### config.mk
export PLATFORM = sky130hd
export DESIGN_NAME = alu_driver_flat
export DESIGN_NICKNAME = d
export VERILOG_FILES = /design/src/rtl/alu_driver_pkg.sv /design/src/rtl/alu_driver_if.sv /design/src/rtl/alu_regfile.sv /design/src/rtl/alu_driver.sv /design/src/flat_wrapper.sv
export SDC_FILE = /design/constraint.sdc
export NUM_CORES = 1
export LEC_CHECK = 0
export BUFFER_PORTS_ARGS = -buffer_cell sky130_fd_sc_hd__buf_2
export CAP_MARGIN = 20
export CORE_ASPECT_RATIO = 0.6
export CORE_MARGIN = 2
export CORE_UTILIZATION = 30
export CTS_BUF_LIST = sky130_fd_sc_hd__clkbuf_4
export DETAILED_ROUTE_END_ITERATION = 8
export PLACE_DENSITY = 0.57
export SETUP_SLACK_MARGIN = 0.3
export SLEW_MARGIN = 5
export SYNTH_ARGS = -nofsm -noshare
export SYNTH_HDL_FRONTEND = slang
export SYNTH_SLANG_ARGS = --single-unit
### constraint.sdc
create_clock -name clk -period 2.25 [get_ports clk]
set_clock_uncertainty 0.05 [all_clocks]
set_input_delay 0.1125 -clock clk [delete_from_list [all_inputs] [get_ports clk]]
set_output_delay 0.1125 -clock clk [all_outputs]
set_load 0.02 [all_outputs]
### src/rtl/alu_driver_pkg.sv
// Shared definitions for the ALU driver: opcode constants, command field
// positions, FSM state encoding and a small command-decode helper.
package alu_driver_pkg;

  localparam int DEF_NUMBITS  = 16;
  localparam int DEF_NUMREGS  = 8;
  localparam int CMD_LOAD_BIT = 3;

  // ALU opcodes as understood by the attached ALU.
  typedef enum logic [2:0] {
    OP_UADD = 3'b000,
    OP_SADD = 3'b001,
    OP_USUB = 3'b010,
    OP_SSUB = 3'b011,
    OP_AND  = 3'b100,
    OP_OR   = 3'b101,
    OP_XOR  = 3'b110,
    OP_SHR  = 3'b111
  } alu_op_e;

  typedef enum logic [1:0] {
    ST_IDLE    = 2'd0,
    ST_ISSUE   = 2'd1,
    ST_CAPTURE = 2'd2,
    ST_RESP    = 2'd3
  } state_e;

  // A command with the load bit set writes its immediate instead of using the ALU.
  function automatic logic is_load(input logic [3:0] op);
    return op[CMD_LOAD_BIT];
  endfunction

endpackage

### src/rtl/alu_driver_if.sv
// Bus bundle between the command source / ALU side and the driver.
// The slave modport is the driver's view; master is the environment's view.
interface alu_driver_if #(
  parameter int NUMBITS = 16
);
  logic               cmd_valid;
  logic               cmd_ready;
  logic [3:0]         cmd_op;
  logic [2:0]         cmd_rd;
  logic [2:0]         cmd_rs1;
  logic [2:0]         cmd_rs2;
  logic [NUMBITS-1:0] cmd_imm;

  logic [NUMBITS-1:0] alu_A;
  logic [NUMBITS-1:0] alu_B;
  logic [2:0]         alu_opcode;
  logic [NUMBITS-1:0] alu_result;
  logic               alu_carryout;
  logic               alu_overflow;
  logic               alu_zero;

  logic               rsp_valid;
  logic               rsp_ready;
  logic [NUMBITS-1:0] rsp_data;
  logic               rsp_carry;
  logic               rsp_overflow;
  logic               rsp_zero;

  logic               ovf_sticky;
  logic               ovf_clear;

  modport slave (
    input  cmd_valid, cmd_op, cmd_rd, cmd_rs1, cmd_rs2, cmd_imm,
    input  alu_result, alu_carryout, alu_overflow, alu_zero,
    input  rsp_ready, ovf_clear,
    output cmd_ready, alu_A, alu_B, alu_opcode,
    output rsp_valid, rsp_data, rsp_carry, rsp_overflow, rsp_zero, ovf_sticky
  );

  modport master (
    output cmd_valid, cmd_op, cmd_rd, cmd_rs1, cmd_rs2, cmd_imm,
    output alu_result, alu_carryout, alu_overflow, alu_zero,
    output rsp_ready, ovf_clear,
    input  cmd_ready, alu_A, alu_B, alu_opcode,
    input  rsp_valid, rsp_data, rsp_carry, rsp_overflow, rsp_zero, ovf_sticky
  );

endinterface

### src/rtl/alu_regfile.sv
// Register file: two asynchronous read ports, one synchronous write port,
// every entry cleared by synchronous reset.
module alu_regfile #(
  parameter  int NUMBITS = 16,
  parameter  int NUMREGS = 8,
  localparam int AW      = $clog2(NUMREGS)
) (
  input  logic               clk,
  input  logic               reset,
  input  logic               we,
  input  logic [AW-1:0]      waddr,
  input  logic [NUMBITS-1:0] wdata,
  input  logic [AW-1:0]      raddr1,
  output logic [NUMBITS-1:0] rdata1,
  input  logic [AW-1:0]      raddr2,
  output logic [NUMBITS-1:0] rdata2
);

  logic [NUMBITS-1:0] entries [NUMREGS];

  generate
    for (genvar gi = 0; gi < NUMREGS; gi++) begin : g_entry
      logic [NUMBITS-1:0] q_reg;

      // Entry clears on reset and loads when the write port addresses it.
      always_ff @(posedge clk) begin
        if (reset) begin
          q_reg <= '0;
        end else if (we && (waddr == AW'(gi))) begin
          q_reg <= wdata;
        end
      end

      assign entries[gi] = q_reg;
    end
  endgenerate

  assign rdata1 = entries[raddr1];
  assign rdata2 = entries[raddr2];

endmodule

### src/rtl/alu_driver.sv
// Sequences one command at a time onto an external registered ALU:
// operands out, wait for the ALU's one-cycle result, write back, respond.
// Load-immediate commands bypass the ALU and respond on the next cycle.
module alu_driver
  import alu_driver_pkg::*;
#(
  parameter int NUMBITS = DEF_NUMBITS,
  parameter int NUMREGS = DEF_NUMREGS
) (
  input logic       clk,
  input logic       reset,
  alu_driver_if.slave bus
);

  state_e             state_reg;
  logic [2:0]         rd_reg;
  logic [NUMBITS-1:0] alu_a_reg;
  logic [NUMBITS-1:0] alu_b_reg;
  logic [2:0]         alu_opcode_reg;
  logic               rsp_valid_reg;
  logic [NUMBITS-1:0] rsp_data_reg;
  logic               rsp_carry_reg;
  logic               rsp_overflow_reg;
  logic               rsp_zero_reg;
  logic               ovf_sticky_reg;

  logic               accept;
  logic               accept_load;
  logic               rf_we;
  logic [2:0]         rf_waddr;
  logic [NUMBITS-1:0] rf_wdata;
  logic [NUMBITS-1:0] rf_rdata1;
  logic [NUMBITS-1:0] rf_rdata2;

  assign accept      = (state_reg == ST_IDLE) && bus.cmd_valid;
  assign accept_load = accept && is_load(bus.cmd_op);

  // The only two write sources: ALU result in CAPTURE, immediate at load accept.
  always_comb begin
    rf_we    = 1'b0;
    rf_waddr = bus.cmd_rd;
    rf_wdata = bus.cmd_imm;
    if (state_reg == ST_CAPTURE) begin
      rf_we    = 1'b1;
      rf_waddr = rd_reg;
      rf_wdata = bus.alu_result;
    end else if (accept_load) begin
      rf_we = 1'b1;
    end
  end

  alu_regfile #(
    .NUMBITS(NUMBITS),
    .NUMREGS(NUMREGS)
  ) u_regfile (
    .clk   (clk),
    .reset (reset),
    .we    (rf_we),
    .waddr (rf_waddr),
    .wdata (rf_wdata),
    .raddr1(bus.cmd_rs1),
    .rdata1(rf_rdata1),
    .raddr2(bus.cmd_rs2),
    .rdata2(rf_rdata2)
  );

  // Command sequencer with registered operand, response and status outputs.
  always_ff @(posedge clk) begin
    if (reset) begin
      state_reg        <= ST_IDLE;
      rd_reg           <= '0;
      alu_a_reg        <= '0;
      alu_b_reg        <= '0;
      alu_opcode_reg   <= '0;
      rsp_valid_reg    <= 1'b0;
      rsp_data_reg     <= '0;
      rsp_carry_reg    <= 1'b0;
      rsp_overflow_reg <= 1'b0;
      rsp_zero_reg     <= 1'b0;
      ovf_sticky_reg   <= 1'b0;
    end else begin
      // A new overflow outranks a clear arriving in the same cycle.
      if ((state_reg == ST_CAPTURE) && bus.alu_overflow) begin
        ovf_sticky_reg <= 1'b1;
      end else if (bus.ovf_clear) begin
        ovf_sticky_reg <= 1'b0;
      end

      case (state_reg)
        ST_IDLE: begin
          if (accept_load) begin
            rsp_data_reg     <= bus.cmd_imm;
            rsp_carry_reg    <= 1'b0;
            rsp_overflow_reg <= 1'b0;
            rsp_zero_reg     <= 1'b0;
            rsp_valid_reg    <= 1'b1;
            state_reg        <= ST_RESP;
          end else if (accept) begin
            alu_a_reg      <= rf_rdata1;
            alu_b_reg      <= rf_rdata2;
            alu_opcode_reg <= bus.cmd_op[2:0];
            rd_reg         <= bus.cmd_rd;
            state_reg      <= ST_ISSUE;
          end
        end
        ST_ISSUE: begin
          state_reg <= ST_CAPTURE;
        end
        ST_CAPTURE: begin
          rsp_data_reg     <= bus.alu_result;
          rsp_carry_reg    <= bus.alu_carryout;
          rsp_overflow_reg <= bus.alu_overflow;
          rsp_zero_reg     <= bus.alu_zero;
          rsp_valid_reg    <= 1'b1;
          state_reg        <= ST_RESP;
        end
        default: begin
          if (bus.rsp_ready) begin
            rsp_valid_reg <= 1'b0;
            state_reg     <= ST_IDLE;
          end
        end
      endcase
    end
  end

  assign bus.cmd_ready    = (state_reg == ST_IDLE);
  assign bus.alu_A        = alu_a_reg;
  assign bus.alu_B        = alu_b_reg;
  assign bus.alu_opcode   = alu_opcode_reg;
  assign bus.rsp_valid    = rsp_valid_reg;
  assign bus.rsp_data     = rsp_data_reg;
  assign bus.rsp_carry    = rsp_carry_reg;
  assign bus.rsp_overflow = rsp_overflow_reg;
  assign bus.rsp_zero     = rsp_zero_reg;
  assign bus.ovf_sticky   = ovf_sticky_reg;

endmodule

### src/flat_wrapper.sv
// flat-port wrapper written by rule: the top's interface ports become plain ports
module alu_driver_flat import alu_driver_pkg::*;
#(
  parameter int NUMBITS = DEF_NUMBITS,
  parameter int NUMREGS = DEF_NUMREGS
)
  (clk, reset, bus_cmd_valid, bus_cmd_op, bus_cmd_rd, bus_cmd_rs1, bus_cmd_rs2, bus_cmd_imm, bus_alu_result, bus_alu_carryout, bus_alu_overflow, bus_alu_zero, bus_rsp_ready, bus_ovf_clear, bus_cmd_ready, bus_alu_A, bus_alu_B, bus_alu_opcode, bus_rsp_valid, bus_rsp_data, bus_rsp_carry, bus_rsp_overflow, bus_rsp_zero, bus_ovf_sticky);
  alu_driver_if #(.NUMBITS(NUMBITS)) bus_i ();
  input logic clk;
  input logic reset;
  input wire logic [$bits(bus_i.cmd_valid)-1:0] bus_cmd_valid;
  input wire logic [$bits(bus_i.cmd_op)-1:0] bus_cmd_op;
  input wire logic [$bits(bus_i.cmd_rd)-1:0] bus_cmd_rd;
  input wire logic [$bits(bus_i.cmd_rs1)-1:0] bus_cmd_rs1;
  input wire logic [$bits(bus_i.cmd_rs2)-1:0] bus_cmd_rs2;
  input wire logic [$bits(bus_i.cmd_imm)-1:0] bus_cmd_imm;
  input wire logic [$bits(bus_i.alu_result)-1:0] bus_alu_result;
  input wire logic [$bits(bus_i.alu_carryout)-1:0] bus_alu_carryout;
  input wire logic [$bits(bus_i.alu_overflow)-1:0] bus_alu_overflow;
  input wire logic [$bits(bus_i.alu_zero)-1:0] bus_alu_zero;
  input wire logic [$bits(bus_i.rsp_ready)-1:0] bus_rsp_ready;
  input wire logic [$bits(bus_i.ovf_clear)-1:0] bus_ovf_clear;
  output wire logic [$bits(bus_i.cmd_ready)-1:0] bus_cmd_ready;
  output wire logic [$bits(bus_i.alu_A)-1:0] bus_alu_A;
  output wire logic [$bits(bus_i.alu_B)-1:0] bus_alu_B;
  output wire logic [$bits(bus_i.alu_opcode)-1:0] bus_alu_opcode;
  output wire logic [$bits(bus_i.rsp_valid)-1:0] bus_rsp_valid;
  output wire logic [$bits(bus_i.rsp_data)-1:0] bus_rsp_data;
  output wire logic [$bits(bus_i.rsp_carry)-1:0] bus_rsp_carry;
  output wire logic [$bits(bus_i.rsp_overflow)-1:0] bus_rsp_overflow;
  output wire logic [$bits(bus_i.rsp_zero)-1:0] bus_rsp_zero;
  output wire logic [$bits(bus_i.ovf_sticky)-1:0] bus_ovf_sticky;
  assign bus_i.cmd_valid = bus_cmd_valid;
  assign bus_i.cmd_op = bus_cmd_op;
  assign bus_i.cmd_rd = bus_cmd_rd;
  assign bus_i.cmd_rs1 = bus_cmd_rs1;
  assign bus_i.cmd_rs2 = bus_cmd_rs2;
  assign bus_i.cmd_imm = bus_cmd_imm;
  assign bus_i.alu_result = bus_alu_result;
  assign bus_i.alu_carryout = bus_alu_carryout;
  assign bus_i.alu_overflow = bus_alu_overflow;
  assign bus_i.alu_zero = bus_alu_zero;
  assign bus_i.rsp_ready = bus_rsp_ready;
  assign bus_i.ovf_clear = bus_ovf_clear;
  assign bus_cmd_ready = bus_i.cmd_ready;
  assign bus_alu_A = bus_i.alu_A;
  assign bus_alu_B = bus_i.alu_B;
  assign bus_alu_opcode = bus_i.alu_opcode;
  assign bus_rsp_valid = bus_i.rsp_valid;
  assign bus_rsp_data = bus_i.rsp_data;
  assign bus_rsp_carry = bus_i.rsp_carry;
  assign bus_rsp_overflow = bus_i.rsp_overflow;
  assign bus_rsp_zero = bus_i.rsp_zero;
  assign bus_ovf_sticky = bus_i.ovf_sticky;
  alu_driver #(.NUMBITS(NUMBITS), .NUMREGS(NUMREGS)) u_core (.clk(clk), .reset(reset), .bus(bus_i));
endmodule
### Word level (Yosys, flattened, before mapping)

Index checks and enable logic that the tools add are counted.

| storage, ports and cells | value |
|---|---|
| register bits after elaboration | 189 |
| logic and storage cells | 82 |
| bits of input ports | 53 |
| output and inout port bits | 57 |

| operators by class | value |
|---|---|
| bitwise logic cells | 4 |
| magnitude comparators | 2 |
| muxes and demuxes | 25 |
| equal/unequal tests | 11 |
| reduce and logical (&&, ||, !) cells | 21 |

Operators by type and width:

| cell | number |
|---|---|
| 16-bit binary-select mux with 3-bit select | 2 |
| 16-bit 2-to-1 mux | 6 |
| 16-bit one-hot mux with 2 select lines | 1 |
| 3-bit equality test, second input constant | 4 |
| 1-bit logical AND | 11 |
| 4-bit greater-or-equal comparator, second input constant | 2 |
| 3-bit NOT with 4-bit output | 2 |
| 1-bit 2-to-1 mux | 7 |
| 3-bit by 2-bit equality test with 1-bit output, second input constant | 2 |
| 2-bit 2-to-1 mux | 3 |
| 1-bit one-hot mux with 2 select lines | 3 |
| 2-bit one-hot mux with 3 select lines | 1 |
| 3-bit AND reduction | 2 |
| 2-bit AND reduction | 2 |
| 2-bit nonzero test | 2 |
| 4-bit nonzero test | 1 |
| 3-bit by 1-bit equality test with 1-bit output, second input constant | 1 |
| 3-bit zero test | 1 |
| 3-bit 2-to-1 mux | 1 |
| 3-bit by 1-bit inequality test with 1-bit output, second input constant | 1 |
| 1-bit one-hot mux with 3 select lines | 1 |
| 3-bit nonzero test | 1 |
| 2-bit by 1-bit equality test with 1-bit output, second input constant | 1 |
| 2-bit equality test, second input constant | 1 |
| 3 further kinds | 4 |

### Logic depth before layout (Yosys ltp)

| logic depth | value |
|---|---|
| depth after elaboration | 6 |
| depth in mapped cells | 10 |
| gate-level depth less buffers | 6 |

### Hierarchy

From an unflattened synthesis, not the netlist that was laid out.

| unflattened totals | value |
|---|---|
| cells, all modules | 1015 |
| area total of the unflattened synthesis | 9450.3 um^2 |

By module, submodules not included:

| module | area each (um^2) | times used | sequential area each (um^2) | cells an instance |
|---|---|---|---|---|
| alu_regfile | 6896.6 | 1 | 2562.5 | 705 |
| alu_driver | 2553.7 | 1 | 1221.2 | 310 |

### Worst setup path after synthesis

OpenSTA, ideal clock, no wires.

| timing | value |
|---|---|
| path kind | flip-flop to flip-flop |
| start point | register u_core.state_reg[0] |
| end point | register u_core.u_regfile.g_entry[6].q_reg[10] |
| library setup time | 0.072 ns |
| arrival time | 1.929 ns |
| stages on the path, launching flop included | 9 |
| required time | 2.128 ns |
| period minus slack after synthesis | 2.051 ns |
| buffers on the path | 2 |
| setup slack | 0.199 ns |
| path through | dfxtp_1 inv_1 ha_1 nand3_2 o31a_4 o21ba_1 buf_6 buf_12 mux2i_1 |

| on the way | value |
|---|---|
| cells in the longest elaborated chain, start to end | 6 |
| elaborated cells on any way between the ends | 10 |
| classes of those cells | eq/ne (2); mux (4); reduce/logical (4) |

RTL lines:

| element | line | RTL |
|---|---|---|
| start, declared | alu_driver.sv:15 | `state_e state_reg;` |
| start signal, assigned | alu_driver.sv:70 | `state_reg <= ST_IDLE;` |
| start signal, assigned | alu_driver.sv:97 | `state_reg <= ST_RESP;` |
| start signal, assigned | alu_driver.sv:103 | `state_reg <= ST_ISSUE;` |
| 2-bit zero test | n/a |  |
| named net bus_cmd_ready | flat_wrapper.sv:23 | `output wire logic [$bits(bus_i.cmd_ready)-1:0] bus_cmd_ready;` |
| 1-bit logical AND | alu_driver.sv:35 | `assign accept = (state_reg == ST_IDLE) && bus.cmd_valid;` |
| 1-bit logical AND | alu_driver.sv:36 | `assign accept_load = accept && is_load(bus.cmd_op);` |
| 1-bit 2-to-1 mux | alu_driver.sv:47 | `end else if (accept_load) begin` |
| 1-bit 2-to-1 mux | alu_driver.sv:43 | `if (state_reg == ST_CAPTURE) begin` |
| 1-bit logical AND | alu_regfile.sv:29 | `end else if (we && (waddr == AW'(gi))) begin` |
| end signal, assigned | alu_regfile.sv:30 | `q_reg <= wdata;` |
| end, declared | alu_regfile.sv:23 | `logic [NUMBITS-1:0] q_reg;` |

The timed path passes the listed nets, and every way through them passes these cells.
A chain may end at the register's enable or synchronous reset.

### Worst setup path in the final report

| timing | value |
|---|---|
| start point | register u_core.state_reg[0] |
| end point | register u_core.u_regfile.g_entry[5].q_reg[6] |

| on the way | value |
|---|---|
| cells in the longest elaborated chain, start to end | 6 |
| elaborated cells on any way between the ends | 10 |
| classes of those cells | eq/ne (2); mux (4); reduce/logical (4) |

RTL lines:

| element | line |
|---|---|
| 2-bit zero test | alu_driver.sv:35 |
| 1-bit logical AND | alu_driver.sv:35 |
| 1-bit logical AND | alu_driver.sv:36 |
| 1-bit 2-to-1 mux | alu_driver.sv:47 |
| 1-bit 2-to-1 mux | alu_driver.sv:43 |
| 1-bit logical AND | alu_regfile.sv:29 |
| end signal, assigned | alu_regfile.sv:30 |
| end, declared | alu_regfile.sv:23 |

Several ways; a longest one is shown, not always the timed one.

==> impl_metrics.tcl <==
set metrics [dict create \
    power_mw 9.02 \
    start_kind "flip-flop" \
    largest_reg_flops 128 \
    pwr-share-clk_pct 26.5 \
    pwr-share-comb_pct 30.1 \
    drive_gt1_share_pct 19.4 \
    cap_violations 0 \
    seqPwrFrac_pct 43.5 \
    tns_ns 0 \
    holdWs_ns 0.180 \
    setup_slack_ns 0.387 \
    ir_drop_v 0.000500 \
    cts_max_level 4 \
    timing.slew.headroom_pct 66.0 \
    grt_setup_unrepaired "false" \
    synth_top_area_share_pct 39.5 \
    clock.fmax_mhz 537 \
    min_from "bus_cmd_rs2[0]" \
    synthArstFlopShare_pct 0 \
    synth_cells 975 \
    wl_um 29100 \
    power_density_nw_per_um2 779 \
    r2r-start "u_core.state_reg[0]" \
    ctsLongestPathBuffers 2 \
    num_rows 50 \
    worstPathCellList "inv_2, ha_4, buf_4, nor3b_2, nor2_1, nor2_4, buf_6, mux2i_1" \
    wl_per_cell_um 19.0 \
    fin_crit_ns 1.86 \
    synth_area_leaders "dfxtp_1 40%, mux2i_1 29%, nand2b_1 8.6%" \
    crit_fanout 13 \
    drt-vias-per-instance 5.00 \
    maxSlewViolCount 0 \
    antenna_left 0 \
    p_switching_mw 3.10 \
    clock_latency_ns 0.64 \
    synth_area_per_cell_um2 9.82 \
    worstSetupPathType "flip-flop to flip-flop" \
    max_stage_delay_ns 0.38 \
    yosysSeqAreaShare_pct 39.5 \
    cts.sink_count 189 \
    holdPathEnd "u_core.bus.alu_B[0]" \
    fillers 3112 \
    multiInputGateArea_um2 5370 \
    hold_depth 5 \
    synth_edf_count 0 \
    antenna_cells 0 \
    worst_setup_path_end_kind "flip-flop" \
    vias 7623 \
    grt_pass1_vias 7486 \
    place_hpwl_um 18600 \
    fin_crit_sh_pct 82.8 \
    status "complete, no violations" \
    die_w_um 235 \
    r2r-end "u_core.u_regfile.g_entry[5].q_reg[6]" \
    setup_violations 0 \
    synth_area_leader_cell "dfxtp_1" \
    tightestPinTransition_ns 0.510 \
    synth_seq_cells 189 \
    start_util_pct 30.6 \
    placed_cell_area_um2 10500 \
    pre_cts_ws_ns 0.171 \
    internal_power_mw 5.92 \
    hold_viol 0 \
    coreArea_um2 31300 \
    grt_max_degree 111 \
    layout.nets 1154 \
    drcViolationCount 0 \
    grt-ovfl-total 0 \
    ff_latch_area_um2 3790 \
    antenna_found_initial 0 \
    path_clk_slew_ns 0.16 \
    cts_root_buf "clkbuf_4" \
    sw_frac_of_total_pct 34.4 \
    yosysMostFrequentCell "mux2i_1" \
    grt_pass1_wl_um 44800 \
    area_delta_synth_final_pct 20.9 \
    synthFlopType "dfxtp_1" \
    cp.arrival_ns 2.40 \
    grt_use_total_pct 17.5 \
    first_pass_iters 4 \
    fin_area_um2 11600 \
    die_area_um2 33400 \
    portBuffers 109 \
    required_ns 2.79 \
    path_delay_family "simple AND/OR/NAND/NOR gates" \
    synth_fp_nets 1032 \
    hold_class "input port to flip-flop" \
    gp_congestion 0.833 \
    die_y_um 142 \
    cts_tree "yes" \
    rrSetupSlack_ns 0.39 \
    rr_worst_depth 8 \
    crit_buf_inv 3 \
    yosys_warnings 0 \
    cts_inserted_buffers 17 \
    crit_slowest_cell "dfxtp_2" \
    drt_iter0_drc 703 \
    io_pins 110 \
    synth_top_cells_by_count "273 x mux2i_1, 189 x dfxtp_1, 131 x nand2b_1" \
    syn_area_um2 9580 \
    yosysUniqueCellTypes 38 \
    p_leak_nw 5.00 \
]
[stage by stage]
step,cells,utilization [%]
final,1526,37.0
after global routing,1526,37.0
after CTS,1523,36.8
after detailed placement,1437,33.7
after global placement,1437,33.7
after floorplan,975,-
[per-layer routing]
layer / vias to the layer above / wire, um / GRT usage [%] / part of all wire (%)
met5: - / 0 / 0 / 0
met1: 3682 / 15300 / 26.2 / 53
met2: 239 / 11400 / 24.6 / 39
met4: 0 / 216 / 3.53 / 0.74
met3: 19 / 2130 / 4.91 / 7.3
li1: 3683 / - / - / -
[worst reg2reg max path: cells and delay by family (launching register included)]
kind	cells	cell delay, ns
and+or+nand+nor	3	0.50
DFF	1	0.38
muxes	1	0.22
adders and majority gates	1	0.22
buffers and inverters	3	0.45
[cells by family (layout without fill, tap and decap cells)]
kind of cell	after synthesis	count (layout)	synth area share (%)
and+or+nand+nor	277	277	16.1
muxes	273	273	28.5
DFF	189	189	39.5
AOI/OAI and AO/OA	136	136	10.2
buffers and inverters	96	231	5.16
adders and majority gates	4	4	0.523
[worst max path at each step]
stage	start	to	slack, ns	cells after the start
2_1_floorplan	u_core.state_reg[0]	u_core.u_regfile.g_entry[6].q_reg[10]	0.30	9
3_3_place_gp	u_core.state_reg[0]	u_core.u_regfile.g_entry[1].q_reg[9]	0.21	5
3_5_place_dp	u_core.state_reg[0]	u_core.u_regfile.g_entry[1].q_reg[8]	0.17	5
4_1_cts	u_core.state_reg[1]	u_core.u_regfile.g_entry[3].q_reg[7]	0.30	8
5_1_grt	u_core.state_reg[0]	u_core.bus.rsp_data[15]	0.29	8
6_report	u_core.state_reg[0]	u_core.u_regfile.g_entry[5].q_reg[6]	0.39	8
[layout by cell type (no fill, tap or decap), drive strengths merged, types with 18 or more instances in the layout]
| cell type | instances |
|---|---|
| buf | 146 |
| nand2b | 131 |
| nor3 | 34 |
| nor2 | 59 |
| a22oi | 64 |
| a21oi | 42 |
| or2 | 18 |
| dfxtp | 189 |
| mux2i | 273 |
| nand2 | 19 |
| dlygate4sd3 | 48 |
[cell type report]
cell class	instances	area share (%)
Timing Repair Buffer	194	13.0
Multi-Input combinational cell	690	46.4
Clock inverter	15	2.10
Inverter	5	0.162
Tap cell	416	4.50
Clock buffer	17	1.10
Sequential cell	189	32.7
[repair_timing]
item	4_1_cts	5_1_grt
hold buffers	48	0
hold endpoints to repair	68	0
resized for setup	4	10
pin swaps	3	1
setup buffers	6	3
setup endpoints to repair	89	86
gates cloned	0	0
[power by group through the flow]
stage               combinational [mW]  clock, mW  sequential [mW]
CTS                               2.63       2.45             3.91
global placement                  2.46          0             3.98
detailed placement                2.48          0             3.98
finish                            2.71       2.39             3.92
floorplan                         1.53          0             4.15
global route                      2.93       2.59             3.96
Power figures use the tool's default switching activity.
